File: src/rtl/rl_pkg.sv
// Shared definitions for the RL action-selection slice: action encodings,
// grid/Q-table geometry, FSM state type and LFSR seed.
// Related build option: EPSILON_GREEDY_EN (see action_selector).
package rl_pkg;

   localparam int unsigned GRID_W      = 5;
   localparam int unsigned NUM_STATES  = 25;
   localparam int unsigned NUM_ACTIONS = 4;
   localparam int unsigned Q_W         = 16;
   localparam int unsigned Q_ADDR_W    = 7;
   localparam int unsigned STATE_W     = 6;
   localparam int unsigned ACT_W       = 4;
   localparam int unsigned LFSR_W      = 16;

   localparam logic [LFSR_W-1:0] LFSR_SEED = 16'hACE1;

   typedef enum logic [ACT_W-1:0] {
      ACT_RIGHT = 4'b0000,
      ACT_UP    = 4'b0001,
      ACT_LEFT  = 4'b0010,
      ACT_DOWN  = 4'b0011,
      ACT_NOP   = 4'b1111
   } action_e;

   typedef enum logic [1:0] {
      IDLE,
      READ,
      CMP,
      DONE
   } sel_state_e;

   // Grid states are 1-based; 0 and anything past the last cell are invalid.
   function automatic logic state_valid(input logic [STATE_W-1:0] s);
      return (s != '0) && (s <= STATE_W'(NUM_STATES));
   endfunction

   // First Q-table entry for a state: (s-1)*4.
   function automatic logic [Q_ADDR_W-1:0] q_base(input logic [STATE_W-1:0] s);
      logic [4:0] idx;
      idx = s[4:0] - 5'd1;
      return {idx, 2'b00};
   endfunction

endpackage

File: src/rtl/action_selector_lfsr16.sv
// 16-bit Fibonacci LFSR, polynomial x^16+x^14+x^13+x^11+1, advancing every
// cycle; reset loads the seed. Used only when EPSILON_GREEDY_EN is defined.
module lfsr16
   import rl_pkg::*;
(
   input  logic              clk,
   input  logic              rst,
   input  logic [LFSR_W-1:0] seed,
   output logic [LFSR_W-1:0] value
);

   logic [LFSR_W-1:0] value_q;
   logic [LFSR_W-1:0] value_d;

   // Next state: shift left, feedback from taps 16,14,13,11.
   always_comb begin
      value_d = {value_q[14:0], value_q[15] ^ value_q[13] ^ value_q[12] ^ value_q[10]};
   end

   // Register with synchronous seed load.
   always_ff @(posedge clk) begin
      if (rst) value_q <= seed;
      else     value_q <= value_d;
   end

   assign value = value_q;

endmodule

File: src/rtl/action_selector.sv
// Action selector: reads the four Q-values of a grid state, picks the greedy
// action (ties to lowest index) and reports it with a one-cycle done pulse.
// Build option EPSILON_GREEDY_EN adds LFSR-driven epsilon-greedy exploration.
module action_selector
   import rl_pkg::*;
(
   input  logic                clk,
   input  logic                rst,
   input  logic                start,
   input  logic [STATE_W-1:0]  state_in,
   input  logic [7:0]          epsilon,
   output logic                q_rd_en,
   output logic [Q_ADDR_W-1:0] q_addr,
   input  logic [Q_W-1:0]      q_rd_data,
   output logic                busy,
   output logic                done,
   output logic [ACT_W-1:0]    new_action,
   output logic [STATE_W-1:0]  current_state,
   output logic                explored,
   output logic                err
);

   sel_state_e          state_q, state_d;
   logic [1:0]          rd_cnt_q, rd_cnt_d;
   logic signed [Q_W-1:0] best_q, best_d;
   logic [1:0]          best_act_q, best_act_d;
   logic                q_rd_en_q, q_rd_en_d;
   logic [Q_ADDR_W-1:0] q_addr_q, q_addr_d;
   logic                done_q, done_d;
   logic [ACT_W-1:0]    new_action_q, new_action_d;
   logic [STATE_W-1:0]  current_state_q, current_state_d;
   logic                explored_q, explored_d;
   logic                err_q, err_d;
   logic                explore_q, explore_d;
   logic [1:0]          rand_act_q, rand_act_d;

   logic                explore_hit;
   logic [1:0]          rand_act;
   logic [1:0]          data_act;
   logic                take;

`ifdef EPSILON_GREEDY_EN
   logic [LFSR_W-1:0]   lfsr_value;
   logic                unused_lfsr_hi;

   lfsr16 u_lfsr (
      .clk   (clk),
      .rst   (rst),
      .seed  (LFSR_SEED),
      .value (lfsr_value)
   );

   assign explore_hit    = (lfsr_value[7:0] < epsilon);
   assign rand_act       = lfsr_value[9:8];
   assign unused_lfsr_hi = ^lfsr_value[15:10];
`else
   logic                unused_epsilon;

   // No exploration: explore_hit is constant 0, so explored_q never sets.
   assign explore_hit    = 1'b0;
   assign rand_act       = '0;
   assign unused_epsilon = ^epsilon;
`endif

   // Read data lags the strobe by one cycle: in READ it belongs to the
   // previous action, in CMP it is the last action's value.
   always_comb begin
      data_act = (state_q == CMP) ? 2'd3 : (rd_cnt_q - 2'd1);
      take     = (data_act == 2'd0) || ($signed(q_rd_data) > best_q);
   end

   // Next-state and registered-output computation.
   always_comb begin
      state_d         = state_q;
      rd_cnt_d        = rd_cnt_q;
      best_d          = best_q;
      best_act_d      = best_act_q;
      q_rd_en_d       = q_rd_en_q;
      q_addr_d        = q_addr_q;
      done_d          = 1'b0;
      new_action_d    = new_action_q;
      current_state_d = current_state_q;
      explored_d      = explored_q;
      err_d           = err_q;
      explore_d       = explore_q;
      rand_act_d      = rand_act_q;

      case (state_q)
         IDLE: begin
            if (start) begin
               current_state_d = state_in;
               if (state_valid(state_in)) begin
                  state_d    = READ;
                  q_rd_en_d  = 1'b1;
                  q_addr_d   = q_base(state_in);
                  rd_cnt_d   = 2'd0;
                  explore_d  = explore_hit;
                  rand_act_d = rand_act;
               end else begin
                  done_d       = 1'b1;
                  new_action_d = ACT_NOP;
                  explored_d   = 1'b0;
                  err_d        = 1'b1;
               end
            end
         end
         READ: begin
            if (rd_cnt_q != 2'd0 && take) begin
               best_d     = $signed(q_rd_data);
               best_act_d = data_act;
            end
            if (rd_cnt_q == 2'd3) begin
               q_rd_en_d = 1'b0;
               q_addr_d  = '0;
               state_d   = CMP;
            end else begin
               rd_cnt_d = rd_cnt_q + 2'd1;
               q_addr_d = q_addr_q + 7'd1;
            end
         end
         CMP: begin
            state_d    = DONE;
            done_d     = 1'b1;
            explored_d = explore_q;
            err_d      = 1'b0;
            if (explore_q)  new_action_d = {2'b00, rand_act_q};
            else if (take)  new_action_d = {2'b00, data_act};
            else            new_action_d = {2'b00, best_act_q};
         end
         DONE: begin
            state_d = IDLE;
         end
         default: begin
            state_d = IDLE;
         end
      endcase
   end

   // State and output registers with synchronous reset.
   always_ff @(posedge clk) begin
      if (rst) begin
         state_q         <= IDLE;
         rd_cnt_q        <= '0;
         best_q          <= '0;
         best_act_q      <= '0;
         q_rd_en_q       <= 1'b0;
         q_addr_q        <= '0;
         done_q          <= 1'b0;
         new_action_q    <= ACT_NOP;
         current_state_q <= '0;
         explored_q      <= 1'b0;
         err_q           <= 1'b0;
         explore_q       <= 1'b0;
         rand_act_q      <= '0;
      end else begin
         state_q         <= state_d;
         rd_cnt_q        <= rd_cnt_d;
         best_q          <= best_d;
         best_act_q      <= best_act_d;
         q_rd_en_q       <= q_rd_en_d;
         q_addr_q        <= q_addr_d;
         done_q          <= done_d;
         new_action_q    <= new_action_d;
         current_state_q <= current_state_d;
         explored_q      <= explored_d;
         err_q           <= err_d;
         explore_q       <= explore_d;
         rand_act_q      <= rand_act_d;
      end
   end

   assign q_rd_en       = q_rd_en_q;
   assign q_addr        = q_addr_q;
   assign busy          = (state_q != IDLE);
   assign done          = done_q;
   assign new_action    = new_action_q;
   assign current_state = current_state_q;
   assign explored      = explored_q;
   assign err           = err_q;

endmodule

File: config.mk
export PLATFORM = sky130hd
export DESIGN_NAME = action_selector
export DESIGN_NICKNAME = d
export VERILOG_FILES = /design/src/rtl/rl_pkg.sv /design/src/rtl/action_selector_lfsr16.sv /design/src/rtl/action_selector.sv
export SDC_FILE = /design/constraint.sdc
export NUM_CORES = 1
export LEC_CHECK = 0
export ABC_AREA = 1
export BUFFER_PORTS_ARGS = -buffer_cell sky130_fd_sc_hd__buf_2
export CAP_MARGIN = 20
export CORE_MARGIN = 1
export CORE_UTILIZATION = 45
export CTS_BUF_LIST = sky130_fd_sc_hd__clkbuf_2 sky130_fd_sc_hd__clkbuf_4 sky130_fd_sc_hd__clkbuf_8
export DETAILED_ROUTE_END_ITERATION = 8
export PLACE_DENSITY = 0.7
export RECOVER_POWER = 100
export SYNTH_ARGS = -nofsm -noshare
export SYNTH_HDL_FRONTEND = slang
export SYNTH_SLANG_ARGS = --single-unit
File: constraint.sdc
create_clock -name clk -period 2.1 [get_ports clk]
set_input_delay 0 -clock clk [delete_from_list [all_inputs] [get_ports clk]]
set_output_delay 0 -clock clk [all_outputs]
set_load 0.01 [all_outputs]
==> out/summary.txt <==
Mapped Cells: 355
Hold slack final: 0.01070 ns
FFs w/ async S/R, synth: 0%
DR WL/cell: 11.67 um
Max clock buf depth: 2
P_leak: 1.367 nW
Final setup TNS: 0 ns
Reg-to-reg slack, setup: 0.08 ns
Critical path required time: 2.29 ns
Flops & latches, synth: 41
IO Pins: 55
YS warnings: 0
Achievable Freq: 0.4963 GHz
CTS tree: yes
HP Class: in2reg
Number of fill cells: 513
First-pass GRT wire length: 8880 um
Worst Path Arrival: 2.20 ns
Top-area cell type share of the netlist area: 33.25%
Synth Net Count: 413
Total die area: 5786 um^2
Root buffer cell: clkbuf_8
Total global-route track usage: 18.38%
Top FF cell, synth: dfxtp_1
Worst VDD drop: 604.5 uV
Fin. max-slew vios: 0
WL final: 5600 um
Synth area leaders: dfxtp_1 33%, ha_1 13%, nand2_1 9.4%, inv_1 9.3%, nor2_1 7.1%
# clock sinks: 41
Number of synthesized flops with an enable pin: 0
Comb pwr share: 40.4%
PD cells: 977.9 nW/um^2
Die W: 76.07 um
Synth unique cells: 30
Initial antenna violation count: 0
Pint: 1.764 mW
Count leader, synth: nand2_1
Clock Latency Late Sink: 0.29 ns
DR vias/cell: 4.925
Sw Ratio: 39.63%
Worst Tran Pin Value: 0.8148 ns
Worst-path clk slew: 0.08 ns
Remaining global-route overflow: 0
Hold_sp: state_in[4]
Final net count: 467
Reg2reg start: best_q[11]$_SDFFE_PP0P_
Sequential Power Share: 36.0%
Synth top cells by count: 62 x nand2_1, 61 x inv_1, 47 x nor2_1
Post-route minimum period: 2.015 ns
Slowest-stage cell, CP: dfxtp_1
Final hold violation count: 0
Site row count: 26
Cell area after synthesis: 2469 um^2
Clock Skew: 0.008312 ns
Vias in the first global route: 2,142
Hold EP: current_state[4]$_SDFFE_PP0P_
Layout cells sized above 1: 13.66%
Reg2reg end: best_q[15]$_SDFFE_PP0P_
GPL Wtd Cong: 0.7407
Largest net degree at the start of global routing: 37
Placed cells: 461
CP startpoint kind: flop
DRC: 0
Dpl cell area: 2723 um^2
DRT antenna net count: 0
Hold depth: 3
Htree depth: 2
Number of I/O port buffers: 45
Yosys top cell by area: dfxtp_1
Tcrit/Tclk final: 95.95%
Vias post-DR: 2,364
N_diodes: 0
Die height: 76.07 um
CP max FO: 9
Mean post-synth cell area: 6.954 um^2
CP Class: reg2reg
# setup viols final: 0
Detailed Place HPWL: 3676 um
Initial Util: 47.43%
Setup crit end kind: flop
CP max stage delay: 0.35 ns
TritonRoute pass-1 iters: 4
DR iter-0 viols: 105
Register area share after synthesis: 33.25%
FF-to-FF path depth: 11
Core area: 5205 um^2
Top cell by count, worst path: a21oi_1
Status: completed
Final Cell Area: 2988 um^2
Max-Cap Viols: 0
Total CTS buffers: 5
Clk network pwr share: 23.6%
Switching pwr: 1.158 mW
Synth-to-layout area growth: 21.03%
Final Non-Filler Cells: 480
Slew HR: 45.62%
Critical Path, Cell by Cell: inv_1, ha_1, a21oi_1, nand2_1, a21oi_2, nand3_1, nand3_4, buf_4, nand2_8, a21oi_1, nor2_1
## area by class of cell
type,instances,area (um^2),area share [%]
inverter,61,229.0,7.663
clock buffer,7,90.09,3.015
timing repair buffer,56,310.3,10.39
clock inverter,1,30.03,1.005
sequential,41,820.8,27.47
multi-input combinational,244,1420,47.53
tap,70,87.58,2.931
## registers in the layout, summed over array words and instances (netlist names), 2 cells and up
register	count
rd_cnt_q	2
best_q	16
state_q	2
current_state	6
q_addr	7
best_act_q	2
new_action	3
## what timing repair did
| action | CTS | global route |
|---|---|---|
| hold endpoints to repair | 7 | 0 |
| endpoints found under the setup margin | 0 | 18 |
| resized for setup | 0 | 11 |
| buffers inserted | 0 | 5 |
| hold buffers | 2 | 0 |
## per-stage QoR
step / total power, mW / util (%) / setup WS (ns)
final: 2.922 / 57.40 / 0.08496
after global routing: 3.142 / 57.40 / -0.05236
after CTS: 2.877 / 55.00 / 0.009331
after detailed placement: 2.175 / 52.31 / 0.01323
after global placement: 2.146 / 52.31 / 0.09134
after floorplan: 1.867 / - / 0.3743
## layer usage
| metal | up-vias | wire, um | part of all wire, % | global-route usage, % |
|---|---|---|---|---|
| li1 | 1246 | - | - | - |
| met1 | 1059 | 2570 | 46 | 21.36 |
| met2 | 52 | 2753 | 49 | 34.09 |
| met3 | 7 | 204 | 3.6 | 3.353 |
| met4 | 0 | 72 | 1.3 | 5.385 |
| met5 | - | 0 | 0 | 0 |
## power groups by stage
stage / registers [mW] / clock network (mW) / logic [mW]
after global routing: 1.08 / 0.732 / 1.33
after global placement: 1.06 / 0 / 1.09
after CTS: 1.05 / 0.711 / 1.12
final: 1.05 / 0.691 / 1.18
after floorplan: 1.11 / 0 / 0.755
after detailed placement: 1.06 / 0 / 1.11
## worst max-delay path, delay by kind of cell, from the launching register on
kind                     cells  cell delay [ns]
flip-flops                   1             0.35
buffers and inverters        2             0.24
AO/OA/AOI/OAI                3             0.50
adder cells (fa/ha/maj)      1             0.30
AND/OR/NAND/NOR              5             0.51
## cells in the final DEF (no fill, tap or decap), drive strengths merged, types with 2 or more instances in the layout
cell type / netlist / layout
ha: 25 / 25
a22oi: 2 / 2
dfxtp: 41 / 41
clkbuf: 1 / 29
xor2: 2 / 2
a31oi: 4 / 4
a21oi: 36 / 36
nor2: 47 / 47
inv: 61 / 61
dlygate4sd3: 0 / 2
o21ai: 20 / 20
nand3: 30 / 30
nand2: 64 / 68
a211oi: 2 / 2
buf: 12 / 32
nor3: 2 / 2
## cell families after synthesis
family	after synthesis	share of synthesized area [%]
buf+inv	74	13.48
other cells	1	0.1519
flops	41	33.25
simple gates	144	24.63
compound gates	68	15.10
xor+xnor	2	0.7097
fa+ha+maj	25	12.67
## worst max path at each step
stage	start	end	slack, ns	depth (start not counted)
2_1_floorplan	best_q[15]$_SDFFE_PP0P_	best_act_q[0]$_SDFFE_PP0P_	0.37	13
3_3_place_gp	best_q[13]$_SDFFE_PP0P_	best_act_q[1]$_SDFFE_PP0P_	0.09	12
5_1_grt	best_q[9]$_SDFFE_PP0P_	best_q[9]$_SDFFE_PP0P_	-0.05	13
3_5_place_dp	best_q[15]$_SDFFE_PP0P_	best_q[4]$_SDFFE_PP0P_	0.01	12
4_1_cts	best_q[15]$_SDFFE_PP0P_	best_q[14]$_SDFFE_PP0P_	0.009	12
6_report	best_q[11]$_SDFFE_PP0P_	best_q[15]$_SDFFE_PP0P_	0.08	11
(Power assumes the default switching activity.)
